## config.mk

```make
export PLATFORM = sky130hd
export DESIGN_NAME = vga_timing_gen
export DESIGN_NICKNAME = d
export VERILOG_FILES = /design/src/rtl/vga_timing_gen.sv
export SDC_FILE = /design/constraint.sdc
export NUM_CORES = 1
export LEC_CHECK = 0
export CAP_MARGIN = 15
export CORE_AREA = 2 2 80 82
export DETAILED_ROUTE_END_ITERATION = 16
export DIE_AREA = 0 0 82 84
export PLACE_DENSITY = 0.61
export SLEW_MARGIN = 20
export SYNTH_ARGS = -nofsm -noshare
export SYNTH_HDL_FRONTEND = slang
export SYNTH_SLANG_ARGS = --single-unit
```

## constraint.sdc

```tcl
create_clock -name vga_clk -period 4.5 [get_ports vga_clk]
set_input_delay 1.35 -clock vga_clk [delete_from_list [all_inputs] [get_ports vga_clk]]
set_output_delay 1.35 -clock vga_clk [all_outputs]
set_load 0.005 [all_outputs]
```

## src/rtl/vga_timing_gen.sv

```systemverilog
// Free-running 640x480@60 raster timing: pixel coordinates, blanking, syncs and frame strobe/count.
// Define VGA_SYNC_ALIGN_EN to delay hs/vs by one cycle to match registered RGB in the mappers.
module vga_timing_gen #(
  parameter int H_ACTIVE = 640,
  parameter int H_FP     = 16,
  parameter int H_SYNC   = 96,
  parameter int H_BP     = 48,
  parameter int V_ACTIVE = 480,
  parameter int V_FP     = 10,
  parameter int V_SYNC   = 2,
  parameter int V_BP     = 33
) (
  input  logic       vga_clk,
  input  logic       reset_n,
  output logic [9:0] DrawX,
  output logic [9:0] DrawY,
  output logic       blank,
  output logic       hs,
  output logic       vs,
  output logic       frame_end,
  output logic [7:0] frame_cnt
);

  localparam int H_TOTAL = H_ACTIVE + H_FP + H_SYNC + H_BP;
  localparam int V_TOTAL = V_ACTIVE + V_FP + V_SYNC + V_BP;

  localparam logic [9:0] H_LAST   = 10'(H_TOTAL - 1);
  localparam logic [9:0] V_LAST   = 10'(V_TOTAL - 1);
  localparam logic [9:0] H_ACT    = 10'(H_ACTIVE);
  localparam logic [9:0] V_ACT    = 10'(V_ACTIVE);
  localparam logic [9:0] H_SYNC_S = 10'(H_ACTIVE + H_FP);
  localparam logic [9:0] H_SYNC_E = 10'(H_ACTIVE + H_FP + H_SYNC);
  localparam logic [9:0] V_SYNC_S = 10'(V_ACTIVE + V_FP);
  localparam logic [9:0] V_SYNC_E = 10'(V_ACTIVE + V_FP + V_SYNC);

  // Lead counters run one edge ahead of DrawX/DrawY, so every output is a
  // registered decode of the position it will be presented with.
  logic [9:0] r_hc;
  logic [9:0] r_vc;
  logic       w_h_last;
  logic       w_v_last;

  logic [9:0] r_drawx;
  logic [9:0] r_drawy;
  logic       r_blank;
  logic       r_hs;
  logic       r_vs;
  logic       r_frame_end;
  logic [7:0] r_frame_cnt;

  assign w_h_last = (r_hc == H_LAST);
  assign w_v_last = (r_vc == V_LAST);

  always_ff @(posedge vga_clk) begin
    if (!reset_n) begin
      r_hc <= '0;
      r_vc <= '0;
    end else if (w_h_last) begin
      r_hc <= '0;
      r_vc <= w_v_last ? 10'd0 : r_vc + 10'd1;
    end else begin
      r_hc <= r_hc + 10'd1;
    end
  end

  always_ff @(posedge vga_clk) begin
    if (!reset_n) begin
      r_drawx     <= '0;
      r_drawy     <= '0;
      r_blank     <= 1'b1;
      r_hs        <= 1'b1;
      r_vs        <= 1'b1;
      r_frame_end <= 1'b0;
      r_frame_cnt <= '0;
    end else begin
      r_drawx     <= r_hc;
      r_drawy     <= r_vc;
      r_blank     <= (r_hc < H_ACT) && (r_vc < V_ACT);
      r_hs        <= !((r_hc >= H_SYNC_S) && (r_hc < H_SYNC_E));
      r_vs        <= !((r_vc >= V_SYNC_S) && (r_vc < V_SYNC_E));
      r_frame_end <= w_h_last && w_v_last;
      // Count steps together with the wrap to (0,0) that follows the strobe.
      if (r_frame_end) begin
        r_frame_cnt <= r_frame_cnt + 8'd1;
      end
    end
  end

`ifdef VGA_SYNC_ALIGN_EN
  logic r_hs_d;
  logic r_vs_d;

  always_ff @(posedge vga_clk) begin
    if (!reset_n) begin
      r_hs_d <= 1'b1;
      r_vs_d <= 1'b1;
    end else begin
      r_hs_d <= r_hs;
      r_vs_d <= r_vs;
    end
  end

  assign hs = r_hs_d;
  assign vs = r_vs_d;
`else
  assign hs = r_hs;
  assign vs = r_vs;
`endif

  assign DrawX     = r_drawx;
  assign DrawY     = r_drawy;
  assign blank     = r_blank;
  assign frame_end = r_frame_end;
  assign frame_cnt = r_frame_cnt;

endmodule

```

==> results.py <==
metrics = {
    "run_status": {
        "status": "complete, no violations",
    },
    "power": {
        "power.internal_w": 0.000577,
        "combPwrFrac_pct": 2.2,
        "ir_worst_vdd_mv": 0.107,
        "p_switching_w": 0.000151,
        "p_per_area_mw_per_mm2": 292,
        "seqPwrFrac_pct": 64.1,
        "power.leakage_nw": 0.921,
        "clock_power_share_pct": 33.6,
        "swShare_pct": 20.8,
    },
    "synthesis": {
        "synth_nets": 217,
        "yosysWarnings": 0,
        "yosys.area.top_type_share_pct": 51.0,
        "ys_types": 42,
        "synth-xor-area-share_pct": 6.43,
        "muxShareOfSynthArea_pct": 0.980,
        "synth_area_mm2": 0.00204,
        "yosys.area_share.simple_pct": 27.0,
        "synth_top_family_by_area": "simple AND/OR/NAND/NOR gates",
        "synth-compound-area-share_pct": 6.74,
        "synth_seq_cells": 52,
        "synth_fa_ha_area_share_pct": 3.06,
        "ys_top_cells_by_area": "dfxtp_1 (51%), and2_1 (6.7%), xnor2_1 (5.1%), ha_1 (3.1%), nand2_1 (2.9%)",
        "syn_avg_cell_area_um2": 9.72,
        "yosysSeqAreaShare_pct": 51.0,
        "synthCells": 210,
        "synth_top_area_cell": "dfxtp_1",
    },
    "clock_tree": {
        "cts_buffer_depth": 2,
        "cts_root_buffer": "clkbuf_8",
        "cts_tree": "yes",
        "cts_setup_buffers": 0,
        "h-tree-depth": 2,
        "cts_buffers": 5,
        "hold_buffers": 0,
        "clock_sinks": 52,
        "clk_latency_ps": 290,
        "cts.reportedPaths.clkPinSlew_ps": 90,
        "cts-resized-gates": 0,
    },
    "detailed_routing": {
        "drc": 0,
        "routed_wirelength_um": 3720,
        "drtPass1Iterations": 4,
        "dr.first_iter.drc_count": 54,
        "num_vias": 1502,
        "post_drt_wl_per_cell_um": 11.7,
        "vias_per_cell": 4.74,
        "ant_nets": 0,
    },
    "floorplanning": {
        "die_y_um": 84,
        "fp-row-count": 29,
        "die_w_um": 82,
        "die-area_mm2": 0.00689,
        "pin_count": 34,
        "core_mm2": 0.00610,
        "initial_utilization_pct": 33.5,
    },
    "critical_path": {
        "cp_max_fo": 26,
        "cp_top_family": "buffers and inverters",
        "critical_path_arrival_ps": 2880,
        "crit-reg2reg-launch": "r_hc[0]$_SDFF_PP0_",
        "rr_worst_depth": 5,
        "max_stage_delay_ps": 950,
        "reg2reg_slack_ps": 2740,
        "critPathSlowestCell": "clkdlybuf4s50_1",
        "start_kind": "input port",
        "cp-end-kind": "flop",
        "path_cells": "clkdlybuf4s50_1 > buf_4 > and2_1 > nand4b_1",
        "crit_buf_inv": 2,
        "r2r_end": "r_vc[4]$_SDFFE_PN0N_",
        "required_ps": 4680,
        "crit_type": "in2reg",
    },
    "timing": {
        "fmax_ghz": 0.370,
        "setup_viol_count_final": 0,
        "finalCritPeriodShare_pct": 60.0,
        "max_slew_margin_pct": 50.7,
        "grt_setup_unrepaired": "no",
        "fin_skew_ps": 4.51,
        "hold_viol_final": 0,
        "fin_setup_tns_ps": 0,
        "fin_crit_ps": 2700,
        "maxSlewViolCount": 0,
        "final.setup.worst_slack_ps": 1800,
        "worstMarginPinSlew_ps": 738,
    },
    "grt": {
        "grt_max_degree": 27,
        "met2_usage_pct": 18.0,
        "use_met3_pct": 3.35,
        "grtUsageTotal_pct": 11.5,
        "antenna_found_initial": 0,
        "busiest_layer": "met2",
        "grt_pass1_wl_um": 6200,
        "grt_pass1_vias": 1364,
        "overflow": 0,
        "gr-usage-met1_pct": 14.6,
    },
    "finish": {
        "final_nets": 247,
        "area_growth_pct": 22.3,
        "n_antenna_cell": 0,
        "drive_gt1_share_pct": 5.42,
    },
    "hold_path": {
        "worstHoldStart": "r_vc[8]$_SDFFE_PN0N_",
        "hold_depth": 2,
        "hold_class": "reg2reg",
        "hold-path-endpoint": "DrawY[8]$_SDFF_PN0_",
    },
    "place": {
        "port-buffer-count": 33,
        "gp_congestion": 0.786,
        "pre_cts_ws_ps": 1460,
        "dp_hpwl_um": 2670,
    },
    "flow_run": {
        "maxCapViolations": 0,
    },
}
-- metrics by stage --
| stage | cells | power (W) | instance area, µm² | hold WS (ps) | util [%] |
|---|---|---|---|---|---|
| 2_1_floorplan | 210 | 0.000487 | 2040 | 447 | - |
| 3_3_place_gp | 310 | 0.000494 | 2420 | 471 | 39.7 |
| 3_5_place_dp | 310 | 0.000494 | 2420 | 478 | 39.7 |
| 4_1_cts | 317 | 0.000738 | 2500 | 498 | 41.0 |
| 5_1_grt | 317 | 0.000761 | 2500 | 542 | 41.0 |
| 6_report | 317 | 0.000728 | 2500 | 490 | 41.0 |
-- sequential cells by signal, indices dropped and copies added, names as in the netlist --
signal and cells:
DrawX 10, DrawY 10, blank 1, frame_cnt 8, frame_end 1, hs 1
r_hc 10, r_vc 10, vs 1
-- worst min-delay path: cells and delay by family, from the launching register on --
kind	cells	cell delay, ps
buf+inv	1	40
flops	1	330
simple gates	1	80
-- power groups by stage --
stage / clock, W / combinational [W] / sequential, W
final: 0.000245 / 0.0000164 / 0.000467
after floorplan: 0 / 0.00000977 / 0.000477
after detailed placement: 0 / 0.0000168 / 0.000478
after global placement: 0 / 0.0000166 / 0.000478
after CTS: 0.000254 / 0.0000169 / 0.000467
after global routing: 0.000275 / 0.0000186 / 0.000467
-- cells in the final DEF (no fill, tap or decap), types with 2 or more instances in the layout --
master           netlist  layout
dfxtp_1               52      52
clkdlybuf4s50_1        0      33
and2_1                22      22
nand2_1               16      16
xnor2_1               12      12
nor2_1                12      12
inv_1                 11      11
nand4_1                8       8
nand3_1                7       7
o21ai_0                5       5
a21oi_1                5       5
ha_1                   5       5
clkbuf_8               0       5
and3_1                 4       4
nor3_1                 4       4
o22ai_1                4       4
xor2_1                 3       3
nand4b_1               3       3
nand3b_1               3       3
or3_1                  2       2
a21boi_0               2       2
mux2i_1                2       2
-- worst max path at each step --
stage	slack [ps]	cells past startpoint	from	endpoint
2_1_floorplan	2540	3	reset_n	hs$_SDFF_PN1_
3_3_place_gp	1480	4	reset_n	hs$_SDFF_PN1_
3_5_place_dp	1460	4	reset_n	hs$_SDFF_PN1_
4_1_cts	1780	4	reset_n	hs$_SDFF_PN1_
5_1_grt	1640	4	reset_n	vs$_SDFF_PN1_
6_report	1800	4	reset_n	hs$_SDFF_PN1_
-- final cells by class --
cell class | count | area [µm²]
clock buffers | 6 | 72.6
inverters | 11 | 41.3
clock inverters | 1 | 5.00
multi-input cells | 136 | 903
fillers | 613 | 3600
well taps | 77 | 96.3
repair buffers | 34 | 338
flip-flops and latches | 52 | 1040
-- cell families after synthesis --
| kind of cell | count (synthesis) |
|---|---|
| simple gates | 92 |
| flops | 52 |
| compound gates | 22 |
| buf+inv | 22 |
| xor+xnor | 15 |
| fa+ha+maj | 5 |
| mux | 2 |
-- synth_stat cells, drive strengths merged --
master	n
nor4b	2
mux2i	2
nand4	8
nand3	9
o211ai	1
nor3	4
nor2b	1
a21boi	3
o21a	1
buf	4
clkbuf	7
o2111ai	1
ha	5
or4b	1
o21ai	5
inv	11
dfxtp	52
and4	2
and3	5
nand4b	3
o22ai	4
nand2	16
o32ai	1
and2	23
xnor2	12
nand3b	3
o31ai	1
xor2	3
a21oi	5
or3	2
nor2	12
nand2b	1
-- metal layers --
| metal | share of wire (%) | up-vias |
|---|---|---|
| met5 | 0 | - |
| met1 | 47 | 706 |
| li1 | - | 764 |
| met2 | 48 | 26 |
| met4 | 1.3 | 0 |
| met3 | 3.5 | 6 |
Power figures use the tool's default switching activity.
